## src/rtl/uart_loader_if.sv

```systemverilog
// Byte-stream input from uart_rx and single-port memory write bus for uart_loader.
// The master side is the loader; the slave side feeds bytes and observes writes.
interface uart_loader_if #(
    parameter int ADDR_W = 16
);
    logic [7:0]        rx_data;
    logic              rx_ready;
    logic [ADDR_W-1:0] mem_addr;
    logic [15:0]       mem_data;
    logic              mem_we;

    modport master (
        input  rx_data,
        input  rx_ready,
        output mem_addr,
        output mem_data,
        output mem_we
    );

    modport slave (
        output rx_data,
        output rx_ready,
        input  mem_addr,
        input  mem_data,
        input  mem_we
    );
endinterface

```

## src/rtl/uart_loader.sv

```systemverilog
// Serial image loader: frames of LEN_LO LEN_HI {D_LO D_HI}xN CSUM from uart_rx are
// written as 16-bit words to memory starting at BASE_ADDR.
module uart_loader #(
    parameter int ADDR_W       = 16,
    parameter int BASE_ADDR    = 0,
    parameter int MAX_WORDS    = 4096,
    parameter int TIMEOUT_CLKS = 200000
) (
    input  logic          clk,
    input  logic          rst,
    input  logic          enable,
    uart_loader_if.master bus,
    output logic          busy,
    output logic          done,
    output logic          error
);
    typedef enum logic [2:0] {
        IDLE   = 3'd0,
        LEN_LO = 3'd1,
        LEN_HI = 3'd2,
        D_LO   = 3'd3,
        D_HI   = 3'd4,
        CSUM   = 3'd5,
        DONE   = 3'd6,
        ERR    = 3'd7
    } state_t;

    localparam int                TW         = (TIMEOUT_CLKS > 1) ? $clog2(TIMEOUT_CLKS) : 1;
    localparam logic [TW-1:0]     TIMER_LAST = TW'(TIMEOUT_CLKS - 1);
    localparam logic [16:0]       MAX_LEN    = 17'(MAX_WORDS);
    localparam logic [ADDR_W-1:0] BASE       = ADDR_W'(BASE_ADDR);

    state_t            state_reg, state_next;
    logic              rx_ready_q_reg;
    logic [15:0]       len_reg, len_next;
    logic [15:0]       count_reg, count_next;
    logic [7:0]        csum_reg, csum_next;
    logic [7:0]        low_reg, low_next;
    logic [TW-1:0]     timer_reg, timer_next;
    logic [ADDR_W-1:0] addr_reg, addr_next;
    logic [15:0]       data_reg, data_next;
    logic              we_reg, we_next;
    logic              done_reg, done_next;
    logic              error_reg, error_next;

    logic ev;
    logic in_frame;
    logic start;
    logic timeout;
    logic last_word;
    logic len_bad;
    logic len_zero;

    // One event per rising edge of the uart_rx ready level.
    assign ev        = bus.rx_ready & ~rx_ready_q_reg;
    assign in_frame  = (state_reg != IDLE) && (state_reg != DONE) && (state_reg != ERR);
    assign start     = ev && enable && !in_frame;
    // A byte arriving on the expiry cycle keeps the frame alive.
    assign timeout   = in_frame && !ev && (timer_reg == TIMER_LAST);
    assign last_word = ((count_reg + 16'd1) == len_reg);
    assign len_bad   = ({1'b0, len_reg} > MAX_LEN);
    assign len_zero  = (len_reg == 16'd0);

    // State register
    always_ff @(posedge clk) begin
        if (rst) begin
            state_reg <= IDLE;
        end else begin
            state_reg <= state_next;
        end
    end

    // Next-state logic
    always_comb begin
        state_next = state_reg;
        case (state_reg)
            IDLE, DONE, ERR: begin
                if (start) state_next = LEN_LO;
            end
            LEN_LO: begin
                if (ev)           state_next = LEN_HI;
                else if (timeout) state_next = ERR;
            end
            LEN_HI: begin
                if (len_bad)       state_next = ERR;
                else if (len_zero) state_next = CSUM;
                else               state_next = D_LO;
            end
            D_LO: begin
                if (ev)           state_next = D_HI;
                else if (timeout) state_next = ERR;
            end
            D_HI: begin
                if (ev)           state_next = last_word ? CSUM : D_LO;
                else if (timeout) state_next = ERR;
            end
            CSUM: begin
                if (ev)           state_next = (bus.rx_data == csum_reg) ? DONE : ERR;
                else if (timeout) state_next = ERR;
            end
            default: state_next = IDLE;
        endcase
    end

    // Output and datapath next-value logic
    always_comb begin
        len_next   = len_reg;
        count_next = count_reg;
        csum_next  = csum_reg;
        low_next   = low_reg;
        data_next  = data_reg;
        we_next    = 1'b0;
        done_next  = done_reg;
        error_next = error_reg;
        timer_next = (ev || !in_frame) ? '0 : timer_reg + TW'(1);
        // The address advances in the cycle after the write strobe.
        addr_next  = we_reg ? addr_reg + ADDR_W'(1) : addr_reg;
        busy       = in_frame;

        case (state_reg)
            IDLE, DONE, ERR: begin
                if (start) begin
                    done_next  = 1'b0;
                    error_next = 1'b0;
                    csum_next  = 8'd0;
                    count_next = 16'd0;
                    addr_next  = BASE;
                    len_next   = {8'h00, bus.rx_data};
                end
            end
            LEN_LO: begin
                if (ev) len_next = {bus.rx_data, len_reg[7:0]};
            end
            D_LO: begin
                if (ev) begin
                    low_next  = bus.rx_data;
                    csum_next = csum_reg + bus.rx_data;
                end
            end
            D_HI: begin
                if (ev) begin
                    data_next  = {bus.rx_data, low_reg};
                    we_next    = 1'b1;
                    csum_next  = csum_reg + bus.rx_data;
                    count_next = count_reg + 16'd1;
                end
            end
            default: ;
        endcase

        if (state_next == DONE && state_reg != DONE) done_next  = 1'b1;
        if (state_next == ERR  && state_reg != ERR)  error_next = 1'b1;
    end

    always_ff @(posedge clk) begin
        if (rst) begin
            rx_ready_q_reg <= 1'b0;
            len_reg        <= 16'd0;
            count_reg      <= 16'd0;
            csum_reg       <= 8'd0;
            low_reg        <= 8'd0;
            timer_reg      <= '0;
            addr_reg       <= BASE;
            data_reg       <= 16'd0;
            we_reg         <= 1'b0;
            done_reg       <= 1'b0;
            error_reg      <= 1'b0;
        end else begin
            rx_ready_q_reg <= bus.rx_ready;
            len_reg        <= len_next;
            count_reg      <= count_next;
            csum_reg       <= csum_next;
            low_reg        <= low_next;
            timer_reg      <= timer_next;
            addr_reg       <= addr_next;
            data_reg       <= data_next;
            we_reg         <= we_next;
            done_reg       <= done_next;
            error_reg      <= error_next;
        end
    end

    assign bus.mem_addr = addr_reg;
    assign bus.mem_data = data_reg;
    assign bus.mem_we   = we_reg;
    assign done         = done_reg;
    assign error        = error_reg;
endmodule
```

## src/flat_wrapper.sv

```systemverilog
// flat-port wrapper written by rule: the top's interface ports become plain ports
module uart_loader_flat 
#(
    parameter int ADDR_W       = 16,
    parameter int BASE_ADDR    = 0,
    parameter int MAX_WORDS    = 4096,
    parameter int TIMEOUT_CLKS = 200000
)
  (clk, rst, enable, busy, done, error, bus_rx_data, bus_rx_ready, bus_mem_addr, bus_mem_data, bus_mem_we);
  uart_loader_if #(.ADDR_W(ADDR_W)) bus_i ();
  input  logic clk;
  input  logic rst;
  input  logic enable;
  output logic busy;
  output logic done;
  output logic error;
  input wire logic [$bits(bus_i.rx_data)-1:0] bus_rx_data;
  input wire logic [$bits(bus_i.rx_ready)-1:0] bus_rx_ready;
  output wire logic [$bits(bus_i.mem_addr)-1:0] bus_mem_addr;
  output wire logic [$bits(bus_i.mem_data)-1:0] bus_mem_data;
  output wire logic [$bits(bus_i.mem_we)-1:0] bus_mem_we;
  assign bus_i.rx_data = bus_rx_data;
  assign bus_i.rx_ready = bus_rx_ready;
  assign bus_mem_addr = bus_i.mem_addr;
  assign bus_mem_data = bus_i.mem_data;
  assign bus_mem_we = bus_i.mem_we;
  uart_loader #(.ADDR_W(ADDR_W), .BASE_ADDR(BASE_ADDR), .MAX_WORDS(MAX_WORDS), .TIMEOUT_CLKS(TIMEOUT_CLKS)) u_core (.clk(clk), .rst(rst), .enable(enable), .bus(bus_i), .busy(busy), .done(done), .error(error));
endmodule
```

## config.mk

```make
export PLATFORM = sky130hd
export DESIGN_NAME = uart_loader_flat
export DESIGN_NICKNAME = d
export VERILOG_FILES = /design/src/rtl/uart_loader_if.sv /design/src/rtl/uart_loader.sv /design/src/flat_wrapper.sv
export SDC_FILE = /design/constraint.sdc
export NUM_CORES = 1
export LEC_CHECK = 0
export CORE_MARGIN = 10
export CORE_UTILIZATION = 55
export DETAILED_ROUTE_END_ITERATION = 8
export PLACE_DENSITY_LB_ADDON = 0.3
export SYNTH_ARGS = -nofsm -noshare
export SYNTH_HDL_FRONTEND = slang
export SYNTH_SLANG_ARGS = --single-unit
```

## constraint.sdc

```tcl
create_clock -name clk -period 2.8 [get_ports clk]
set_clock_uncertainty 0.05 [all_clocks]
set_input_delay 0.56 -clock clk [delete_from_list [all_inputs] [get_ports clk]]
set_output_delay 0.56 -clock clk [all_outputs]
set_load 0.01 [all_outputs]
```

==> flow_metrics.py, run 1 <==
metrics = {
    "outcome": {
        "status": "finished clean",
    },
    "yosys": {
        "async_flop_share_pct": 0,
        "ys_types": 58,
        "synth_area_per_cell_um2": 8.14,
        "ys_seq_area_share_pct": 40.5,
        "synth_seq_cells": 105,
        "synthCells": 638,
        "synth_top_flop_cell": "dfxtp_1",
        "synth_nets": 661,
        "synth_edf_count": 0,
        "syn_area_mm2": 0.00519,
        "yosys_warnings": 0,
    },
    "sta": {
        "hold_ws_ns": 0.413,
        "final_min_period_over_clock_period_pct": 95.1,
        "grt_setup_unrepaired": "false",
        "fmax_mhz": 375,
        "worst_pin_slew_ns": 0.912,
        "setup_viol": 0,
        "slew_headroom_pct": 39.0,
        "fin_crit_ns": 2.66,
        "slew_violations": 0,
        "report.final.hold_viol_count": 0,
    },
    "min_path": {
        "holdPathStages": 2,
        "hold_path.class": "register to register",
        "hp-start": "u_core.bus.mem_data[6]",
        "hold_end": "u_core.bus.mem_data[6]",
    },
    "clock_tree": {
        "cts_buffers": 9,
        "cts_root_buf": "clkbuf_8",
        "ctsResizeCount": 1,
        "clkLatencyLatePin_ns": 0.37,
        "post_cts_buffers": 0,
        "cts.path.max_buffers": 2,
        "htree_levels": 3,
        "clk_pin_slew_ns": 0.10,
        "cts_hold_buffers": 0,
        "clock-sinks": 105,
        "cts_tree": "done",
    },
    "power_and_ir_drop": {
        "power_frac_seq_pct": 49.1,
        "power_leakage_nw": 2.24,
        "internal_power_mw": 2.28,
        "power_frac_comb_pct": 25.0,
        "p_sw_share_pct": 32.7,
        "power_density_mw_per_mm2": 555,
        "p_sw_mw": 1.11,
        "p_clk_share_pct": 25.9,
        "peakVddDrop_mv": 0.437,
    },
    "finish": {
        "mostFrequentLayoutCells": "dfxtp_1, nor2_1, nand2_1, a21oi_1, clkdlybuf4s50_1",
        "drive_above_1_share_pct": 9.43,
        "largest_reg_flops": 18,
        "syn_to_final_growth_pct": 17.6,
        "finalNetCount": 718,
        "fin_cells": 811,
        "antenna_cells": 0,
        "fill_cells": 746,
        "final_common_cell": "dfxtp_1",
        "final_cell_area_mm2": 0.00611,
    },
    "setup_path": {
        "crit_type": "register to register",
        "max_stage_delay_ns": 0.54,
        "crit_slowest_cell": "dfxtp_1",
        "start_kind": "register",
        "crit_arrival_ns": 2.89,
        "crit_fanout": 11,
        "r2r-end": "u_core.error",
        "cp_common_cell": "mux2i_1",
        "r2r_cells": 7,
        "crit_required_ns": 3.02,
        "crit_chain": "nand4_1, nor3_2, mux2i_1, mux2i_1, o21ai_0, a21oi_1, o41ai_2",
        "rrSetupSlack_ns": 0.14,
        "end_kind": "register",
        "r2r_start": "u_core.count_reg[2]",
    },
    "route": {
        "drc": 0,
        "first_pass_iters": 7,
        "routedWlPerCell_um": 16.8,
        "via_count": 4860,
        "antenna_left": 0,
        "routed_wl_um": 13600,
        "via_per_inst": 5.99,
        "drt_iter0_drc": 423,
    },
    "grt": {
        "grt_max_degree": 32,
        "grt_pass1_vias": 4698,
        "grt_pass1_wl_um": 22200,
        "grt_usage_pct": 20.0,
        "antenna_found_initial": 0,
        "gr-total-overflow": 0,
    },
    "placed_design": {
        "gp_congestion": 0.923,
        "dp_hpwl_um": 9920,
        "postPlaceCellArea_mm2": 0.00591,
        "dpl.cell_count": 795,
        "port-buffer-count": 47,
    },
    "floorplanning": {
        "pin_count": 48,
        "dieWidth_um": 117,
        "core_region_area_mm2": 0.00920,
        "die_h_um": 117,
        "design.die.area_mm2": 0.0137,
        "floorplan.initialDensity_pct": 56.4,
        "rows": 35,
    },
    "flow_run": {
        "maxCapViolations": 0,
    },
}
critical path, delay by kind of cell (launching register included):
family / cells / cell delay (ns)
muxes: 2 / 0.32
and+or+nand+nor: 2 / 0.73
AOI/OAI and AO/OA: 3 / 0.93
DFF: 1 / 0.54
cells in the mapped netlist, drive strengths merged (2+ instances only):
cell | n | area [um^2]
dfxtp | 105 | 2100
nor2 | 91 | 342
nand2 | 73 | 274
a21oi | 56 | 280
xor2 | 32 | 280
nand3 | 31 | 168
clkbuf | 28 | 105
o21ai | 22 | 110
mux2i | 19 | 190
xnor2 | 16 | 140
and3 | 15 | 93.8
nand4 | 14 | 87.6
or3 | 11 | 68.8
ha | 10 | 125
nand2b | 10 | 62.6
inv | 9 | 33.8
nor3 | 9 | 50.1
nor4 | 7 | 43.8
buf | 6 | 30.0
nor2b | 6 | 37.5
and2 | 5 | 31.3
and4 | 5 | 46.3
a22oi | 4 | 30.0
a31o | 4 | 35.0
a31oi | 4 | 25.0
nand3b | 4 | 30.0
o31ai | 4 | 30.0
a211oi | 3 | 22.5
o211ai | 3 | 22.5
or4 | 3 | 26.3
a211o | 2 | 17.5
a21boi | 2 | 15.0
a21o | 2 | 15.0
a32oi | 2 | 17.5
nor4b | 2 | 17.5
or2 | 2 | 12.5
logic make-up after synthesis:
logic type	after synthesis	synth area share (%)
AO/OA/AOI/OAI	121	14.4
XOR/XNOR	48	8.10
adder cells (fa/ha/maj)	11	2.80
buffers and inverters	43	3.25
flip-flops	105	40.5
multiplexers	19	3.66
AND/OR/NAND/NOR	291	27.3
area by class of cell:
cell class / count / area (um^2) / area share, %
clock buffers: 11 / 141 / 2.32
clock inverters: 5 / 41.3 / 0.676
inverters: 9 / 33.8 / 0.553
multi-input cells: 490 / 2930 / 48.0
flip-flops and latches: 105 / 2110 / 34.5
well taps: 111 / 139 / 2.27
repair buffers: 80 / 713 / 11.7
stage by stage:
stage,total power [mW],utilization (%),TNS [ns],setup WS [ns]
final,3.39,66.4,0,0.136
after global routing,3.55,66.4,0,0.0305
after global placement,2.48,64.2,0,0.0595
after detailed placement,2.52,64.2,-0.0911,-0.0911
after floorplan,2.22,-,0,0.346
after CTS,3.39,66.2,0,0.0642
metal layers:
layer / GRT usage [%] / wire (um)
met1: 22.9 / 5620
met4: 9.56 / 401
met5: 0 / 0
met3: 3.98 / 1020
met2: 34.9 / 6570
worst max path at each step:
stage | startpoint | endpoint | slack [ns] | depth (start not counted)
finish | u_core.count_reg[2] | u_core.error | 0.14 | 7
global route | u_core.count_reg[2] | u_core.error | 0.03 | 7
CTS | u_core.count_reg[0] | u_core.error | 0.06 | 8
detailed placement | bus_rx_data[0] | u_core.csum_reg[6] | -0.09 | 11
global placement | bus_rx_data[0] | u_core.csum_reg[6] | 0.06 | 11
floorplan | u_core.count_reg[0] | u_core.error | 0.35 | 10
power by group through the flow:
| stage | Combinational, mW | Sequential [mW] | Clock [mW] |
|---|---|---|---|
| CTS | 0.835 | 1.66 | 0.894 |
| finish | 0.845 | 1.66 | 0.879 |
| detailed placement | 0.827 | 1.69 | 0 |
| global route | 0.919 | 1.68 | 0.956 |
| global placement | 0.798 | 1.68 | 0 |
| floorplan | 0.565 | 1.66 | 0 |
(Power assumes the default switching activity.)
==> run 2, diff against run 1 <==
--- a/config.mk
+++ b/config.mk
@@ -7,6 +7,7 @@
 export LEC_CHECK = 0
 export CORE_MARGIN = 10
 export CORE_UTILIZATION = 55
+export CTS_BUF_LIST = sky130_fd_sc_hd__clkbuf_4
 export DETAILED_ROUTE_END_ITERATION = 8
 export PLACE_DENSITY_LB_ADDON = 0.3
 export SYNTH_ARGS = -nofsm -noshare
==> constraint.sdc (replaced) <==
create_clock -name clk -period 3.1 [get_ports clk]
set_clock_uncertainty 0.05 [all_clocks]
set_input_delay 0.62 -clock clk [delete_from_list [all_inputs] [get_ports clk]]
set_output_delay 0.62 -clock clk [all_outputs]
set_load 0.01 [all_outputs]
==> flow_metrics.py, run 2 (synthesis results as in run 1) <==
metrics = {
    "grt": {
        "grt_pass1_vias": 4486,
        "grt_pass1_wl_um": 21400,
        "antenna_found_initial": 1,
        "gr-total-overflow": 0,
        "grt_max_degree": 33,
        "grt_usage_pct": 19.4,
    },
    "setup_path": {
        "crit_arrival_ns": 2.16,
        "cp-startpoint": "u_core.state_reg[1]",
        "end_kind": "output port",
        "path_buf_inv": 2,
        "r2r_start": "u_core.count_reg[1]",
        "crit_type": "register to output port",
        "crit_required_ns": 2.43,
        "crit_slowest_cell": "dfxtp_1",
        "cp_top_family": "buffers and inverters",
        "start_kind": "register",
        "crit_fanout": 17,
        "crit_chain": "nor3_1, a21oi_1, buf_4, clkdlybuf4s50_1",
        "max_stage_delay_ns": 0.70,
    },
    "route": {
        "wl_met3_um": 742,
        "routed_wl_um": 12900,
        "dr.max_layer_used": "met4",
        "routedWlPerCell_um": 16.3,
        "via_count": 4712,
        "antenna_left": 0,
        "via_per_inst": 5.94,
        "wl_met1_um": 5590,
        "drc": 0,
        "drt_iter0_drc": 353,
        "met2_length_um": 6300,
        "first_pass_iters": 5,
    },
    "floorplanning": {
        "design.die.area_mm2": 0.0137,
        "floorplan.initialDensity_pct": 56.4,
        "rows": 35,
        "dieWidth_um": 117,
        "pin_count": 48,
        "die_h_um": 117,
        "core_region_area_mm2": 0.00920,
    },
    "sta": {
        "slew_violations": 0,
        "hold_ws_ns": 0.419,
        "worst_pin_slew_ns": 1.05,
        "fin_crit_ns": 2.83,
        "grt_setup_unrepaired": "false",
        "report.final.hold_viol_count": 0,
        "fin_setup_tns_ns": 0,
        "slew_headroom_pct": 29.6,
        "fmax_mhz": 353,
        "setup_viol": 0,
        "fin_ws_ns": 0.269,
        "final_min_period_over_clock_period_pct": 91.3,
    },
    "clock_tree": {
        "cts_buffers": 9,
        "cts_root_buf": "clkbuf_4",
        "clkLatencyLatePin_ns": 0.48,
        "post_cts_buffers": 0,
        "ctsResizeCount": 0,
        "cts.path.max_buffers": 2,
        "cts_tree": "done",
        "clock-sinks": 105,
        "htree_levels": 3,
        "clk_pin_slew_ns": 0.17,
        "cts_hold_buffers": 0,
    },
    "finish": {
        "syn_to_final_growth_pct": 13.5,
        "finalNetCount": 700,
        "largest_reg_flops": 18,
        "final_common_cell": "dfxtp_1",
        "fin_util_pct": 64.1,
        "drive_above_1_share_pct": 6.02,
        "final_cell_area_mm2": 0.00589,
        "fin_cells": 793,
        "mostFrequentLayoutCells": "dfxtp_1, nor2_1, nand2_1, a21oi_1, clkdlybuf4s50_1",
    },
    "placed_design": {
        "port-buffer-count": 47,
        "postPlaceCellArea_mm2": 0.00577,
        "dp_hpwl_um": 9290,
        "dpl.cell_count": 777,
        "gp_congestion": 0.859,
        "dp_slack_ns": 0.128,
    },
    "outcome": {
        "status": "finished clean",
    },
    "power_and_ir_drop": {
        "finalPower_mw": 2.88,
        "power_density_mw_per_mm2": 489,
        "peakVddDrop_mv": 0.289,
        "power_leakage_nw": 2.13,
    },
    "flow_run": {
        "maxCapViolations": 0,
    },
    "min_path": {
        "hold_path.class": "register to register",
        "hp-start": "u_core.low_reg[4]",
    },
}
-- run 2: cell types whose count changed in the layout (fill, tap and decap cells not counted), sizes merged --
cell      before  now
inv            9   12
diode          0    1
clkinvlp       2    1
clkbuf        11    9
clkinv         3    2
buf           34   16
-- run 2: final cells by class --
cell class | count | area [um^2]
tap | 111 | 139
multi-input combinational | 490 | 2920
clock buffer | 9 | 67.6
fill | 828 | 3300
antenna | 1 | 2.50
clock inverter | 6 | 51.3
inverter | 9 | 33.8
timing repair buffer | 62 | 578
sequential | 105 | 2100
-- run 2: metal layers --
metal | up-vias | GRT usage, %
met5 | - | 0
li1 | 2310 | -
met2 | 132 | 33.9
met4 | 0 | 6.92
met3 | 22 | 4.79
met1 | 2248 | 22.6
-- run 2: worst min-delay path, delay by kind of cell (launching register included) --
family / cells / cell delay, ns
DFF: 1 / 0.34
and+or+nand+nor: 1 / 0.06
AOI/OAI and AO/OA: 1 / 0.05
-- run 2: worst paths after layout --
path                            endpoint  slack, ns  depth (start not counted)
setup / recovery                    busy       0.27                          4
setup reg to reg            u_core.error       0.33                          8
hold reg to reg   u_core.bus.mem_data[4]       0.42                          2
hold / removal    u_core.bus.mem_data[4]       0.42                          2
-- run 2: report_power, final --
group / internal, mW / switching (mW) / total [mW]
logic: 0.304 / 0.412 / 0.716
registers: 1.42 / 0.0944 / 1.51
clock network: 0.174 / 0.480 / 0.654
==> variant 1, RTL diff (settings of run 1) <==
Reset style: asynchronous (`rst`), changed in 2 clocked blocks.
--- a/src/rtl/uart_loader.sv
+++ b/src/rtl/uart_loader.sv
@@ -64,3 +64,3 @@
     // State register
-    always_ff @(posedge clk) begin
+    always_ff @(posedge clk or posedge rst) begin
         if (rst) begin
@@ -154,3 +154,3 @@
 
-    always_ff @(posedge clk) begin
+    always_ff @(posedge clk or posedge rst) begin
         if (rst) begin
Function: differs if rst is asserted again (counterexample within 4 cycles, from zero or initial values and one cycle with rst high); with rst held inactive, the same outputs for 10 cycles.
==> variant 1 against run 1 <==
Area after synthesis is 4.6% higher. Via count fell by 9.2%. Core utilization is 0.99 points lower. Sequential cell count unchanged. Cell area grew 3.7%. Highest routed layer unchanged. Worst setup slack improved by 31 ps. Routed wire length decreased by 6.3%.
Power is not compared: it rests on default switching activity, and its combinational part moved more than twofold at a synthesized area within 25%.
==> variant 1: results (changes against run 1) <==
| Metric | Value |
|---|---|
| Outcome | finished, final reports clean |
| Pleak | between 2 and 3 nW |
| Drt total wl | 12.75 mm (-6.3%) |
| Hold EP | u_core.bus.mem_data[7] |
| Worst r2r path cells | 8 (+1) |
| Hold slack final | 426.6 ps (+13.60 ps) |
| Largest net degree at the start of global routing | 37 (+16%) |
| Adder-cell share of the synthesized area | 2.673% (-0.12 points) |
| Total track usage | 18.41% (-1.6 points) |
| DR pass1 iterations | 5 (-2) |
| RR Endpoint | u_core.state_reg[1] |
| Sw Pwr | 1.885 mW |
| Int Power | between 3 and 4 mW |
| Vias in the first global route | 4429 (-5.7%) |
| Syn Nets | 607 (-8.2%) |
| Critical Path Source | u_core.state_reg[0] |
| Multiplexer area fraction after synthesis | 3.295% (-0.37 points) |
| Top_reg_cell synth | dfrtp_1 |
| Post-Place Cells | 763 (-4.0%) |
| CP arrival | 2020 ps (-870 ps) |
| Post_cts resized | 0 (-1) |
| Fin nets | 664 (-7.5%) |
| Mapped Cells | 584 (-8.5%) |
| Placed cell area | 6152 um2 (+4.1%) |
| Worst Max-Slew Pin Slew | 960.8 ps (+48.79 ps) |
| Part of the Yosys area used for sequential elements | 48.39% (+7.9 points) |
| Routability cong. | 0.8633 (-6.4%) |
| Synth Area in Compound Gates | 9.977% (-4.4 points) |
| Reg2Reg Setup Slack | 220 ps (+80 ps) |
| Distinct cells, synth | 56 (-3.4%) |
| CP max FO | 11 (unchanged) |
| Vias per cell | 5.672 (-5.3%) |
| Max Cap Violations | 0 (unchanged) |
| Place WS | 63.35 ps (+154.4 ps) |
| Worst-path clk slew | 90 ps |
| Sequential share of power | between 40% and 50% |
| Setup crit end | busy |
| Synth top cells by count | nand2_1 (120), dfrtp_1 (105), nor2_1 (57), o21ai_0 (40), xor2_1 (38) |
| Worst reg2reg path startpoint | u_core.count_reg[0] |
| Post-DP HPWL | 9.424 mm (-5.0%) |
| CTS H-tree depth | 3 (unchanged) |
| Post-synthesis xor/xnor area fraction | 9.516% (+1.4 points) |
| Clock Tree Buf Depth | 2 (unchanged) |
| Crit-path max cell delay | 490 ps (-50 ps) |
| Wirelength per Cell | 16.39 um (-2.3%) |
| Largest cells by area after synthesis | dfrtp_1 (48%), nand2_1 (8.3%), xor2_1 (6.1%) |
| Crit share post-route | 94.04% (-1.1 points) |
| CP top delay family | buffers and inverters |
| Hold path start | u_core.low_reg[7] |
| First-pass GRT wire length | 21.96 mm (-1.1%) |
| I/O Buffers | 47 (unchanged) |
| Asr flop ratio synth | 100.0% (+100 points) |
| Initial DRC count | 416 (-1.7%) |
| Share of post-route cells with drive strength above 1 | 9.767% (+0.34 points) |
| Filler cell count | 811 (+8.7%) |
| Crit-path slowest cell | dfrtp_2 |
[variant 1: cell types whose count changed after synthesis, moves of 9 or more]
cell | run 1 | this run
mux2i_1 | 19 | 1
o21ai_0 | 22 | 40
a21oi_1 | 56 | 16
clkbuf_1 | 28 | 9
nand2b_1 | 10 | 1
nand2_1 | 73 | 120
dfxtp_1 | 105 | 0
dfrtp_1 | 0 | 105
nor2_1 | 91 | 57
mux2_2 | 0 | 15
[variant 1: per-layer routing]
layer  global-route usage [%]  up-vias  wire length, um  share of wire [%]
met5                        0        -                0                  0
met4                    5.279        0              192                1.5
met3                    4.015       18              478                3.7
met2                    31.09       88             6527                 51
met1                    23.28     2199             5554                 44
li1                         -     2108                -                  -
[variant 1: layout make-up]
class                      count  area [um2]  share of cell area (%)
multi-input combinational    445        2663                   42.04
sequential                   105        2630                   41.53
timing repair buffer          67       645.6                   10.19
tap                          133       166.4                   2.627
clock buffer                  11       131.4                   2.074
inverter                      13       52.55                  0.8297
clock inverter                 4       45.04                  0.7112
==> variant 2, RTL diff (flow settings as in run 1) <==
Made on the original files. `TIMEOUT_CLKS` is set to 200000 in 2 places; all go to 400000.
--- a/src/rtl/uart_loader.sv
+++ b/src/rtl/uart_loader.sv
@@ -6,3 +6,3 @@
     parameter int MAX_WORDS    = 4096,
-    parameter int TIMEOUT_CLKS = 200000
+    parameter int TIMEOUT_CLKS = 400000
 ) (
--- a/src/flat_wrapper.sv
+++ b/src/flat_wrapper.sv
@@ -6,3 +6,3 @@
     parameter int MAX_WORDS    = 4096,
-    parameter int TIMEOUT_CLKS = 200000
+    parameter int TIMEOUT_CLKS = 400000
 )
Behaviour: same outputs for any inputs over 10 cycles, from zero or initial values and one cycle with rst high; that may be too few to reach the edited logic, so the function may still have changed.
==> variant 2 against run 1 <==
Fmax increased by 1.6%. Hold slack worse by 3.5 ps. Sequential cell count rose by 1. Total power is 8.4% higher. Cell area unchanged. Via count down 3.5%. Routed wire length is 7.0% lower. Area after synthesis is 0.55% higher. Critical path depth fell by 3. Register-to-register slack better by 140 ps. Combinational power increased by 8.8%. Worst setup slack improved by 43 ps. Non-clock buffer count shrank 7. Highest routed layer unchanged.
==> variant 2: results (changes against run 1) <==
| Metric | Value |
|---|---|
| Hold path cells | 2 (unchanged) |
| Largest net degree at the start of global routing | 25 (-22%) |
| Crit-path max cell delay | 670 ps (+130 ps) |
| M1 GR Usage | 22.07% (-0.85 points) |
| CTS buffer count | 9 (unchanged) |
| Fin nets | 704 (-1.9%) |
| Worst-skew pair later-pin latency | about 380 ps |
| Warnings from Yosys | 0 (unchanged) |
| Reg2Reg Setup Slack | 280 ps (+140 ps) |
| Worst r2r path cells | 8 (+1) |
| Largest cells by area after synthesis | dfxtp_1 (41%), nor2_1 (6.1%), a21oi_1 (5.2%) |
| Share of post-route cells with drive strength above 1 | 7.580% (-1.8 points) |
| First-pass GRT wire length | 21.60 mm (-2.7%) |
| WS Path Type | flip-flop to output port |
| CP arrival | 2010 ps (-880 ps) |
| Pleak | 2.146 nW (-4.4%) |
| Routability cong. | 0.8993 (-2.5%) |
| CTS H-tree depth | 3 (unchanged) |
| Hold slack final | 409.5 ps (-3.483 ps) |
| Synth top cells by count | dfxtp_1 (106), nor2_1 (85), nand2_1 (68), a21oi_1 (54) |
| Syn Nets | 655 (-0.91%) |
| Part of the Yosys area used for sequential elements | 40.65% (+0.16 points) |
| Total track usage | 18.16% (-1.8 points) |
| CP top delay family | flip-flops |
| Outcome | finished, final reports clean |
| Post-CTS Setup Repair Bufs | 0 (unchanged) |
| Max-Slew Margin vs Limit | 39.33% (+0.36 points) |
| Vias in the first global route | 4548 (-3.2%) |
| Distinct cells, synth | 60 (+3.4%) |
| Drt total wl | 12.65 mm (-7.0%) |
| Met2 usage in global routing | 30.14% (-4.8 points) |
| Post-DP HPWL | 9.378 mm (-5.5%) |
| Placed cell area | 5882 um2 (-0.44%) |
| Initial DRC count | 359 (-15%) |
| Post_cts resized | 0 (-1) |
| Root Driver | clkbuf_8 |
| Asr flop ratio synth | 0% (unchanged) |
| Filler cell count | 770 (+3.2%) |
| DR pass1 iterations | 5 (-2) |
| Ant diodes | 0 (unchanged) |
| Clock Tree Buf Depth | 2 (unchanged) |
| Initial antenna violation count | 0 (unchanged) |
| Vias per cell | 5.753 (-4.0%) |
| Crit-path slowest cell | dfxtp_1 |
| I/O Buffers | 47 (unchanged) |
| Number of flip-flops under the largest register name | 19 (+1) |
| CP max FO | 18 (+7) |
| Worst-path clk slew | around 90 ps |
| Met3 GRT Util | 4.748% (+0.77 points) |
| Worst hold-check path type | flip-flop to flip-flop |
| Max VDD drop | 0.4416 mV (+0.98%) |
==> variant 2: cells by family (layout without fill, tap and decap cells) <==
| family | after synthesis | count (layout) | share of synthesized area (%) |
|---|---|---|---|
| xor+xnor | 52 | 52 | 8.725 |
| compound gates | 120 | 120 | 13.95 |
| flops | 106 | 106 | 40.65 |
| simple gates | 276 | 276 | 25.72 |
| fa+ha+maj | 11 | 11 | 2.780 |
| buf+inv | 46 | 100 | 4.099 |
| mux | 21 | 21 | 4.075 |
==> variant 2: through the flow <==
step	instances	utilization [%]	setup slack (ps)
2_1_floorplan	632	-	513.8
3_3_place_gp	799	63.66	40.52
3_5_place_dp	799	63.66	-58.32
4_1_cts	815	66.08	180.8
5_1_grt	815	66.08	30.01
6_report	815	66.08	179.0
==> variant 2: final cells by class <==
| cell class | count | area (um2) | area share (%) |
|---|---|---|---|
| multi-input cells | 480 | 2884 | 47.23 |
| flip-flops and latches | 106 | 2122 | 34.75 |
| repair buffers | 73 | 673.1 | 11.02 |
| well taps | 129 | 161.4 | 2.643 |
| clock buffers | 11 | 141.4 | 2.316 |
| clock inverters | 5 | 82.58 | 1.352 |
| inverters | 11 | 41.29 | 0.6762 |
==> variant 2: final timing paths <==
check                              start                endpoint
setup reg to reg     u_core.count_reg[0]     u_core.state_reg[1]
hold reg to reg   u_core.bus.mem_data[9]  u_core.bus.mem_data[9]
hold / removal    u_core.bus.mem_data[9]  u_core.bus.mem_data[9]
setup / recovery     u_core.state_reg[2]                    busy
==> variant 2: tightest hold or removal path: stages, from the launching register on <==
cell and delay (ps):
dfxtp_1 320, nand2_1 50, a21oi_1 50
==> variant 2: where the power goes <==
| group | internal, mW | switching [mW] | leakage, nW |
|---|---|---|---|
| Clock | 0.534 | 0.526 | 0.114 |
| Sequential | 1.58 | 0.111 | 0.856 |
| Combinational | 0.388 | 0.531 | 1.18 |
| Total | 2.51 | 1.17 | 2.15 |
==> variant 2: per-layer routing <==
metal	part of all wire, %	wire (um)	vias to the layer above
met5	0	0	-
met4	1.9	235	0
met3	5.5	698	22
met2	48	6095	107
met1	44	5620	2235
li1	-	-	2325
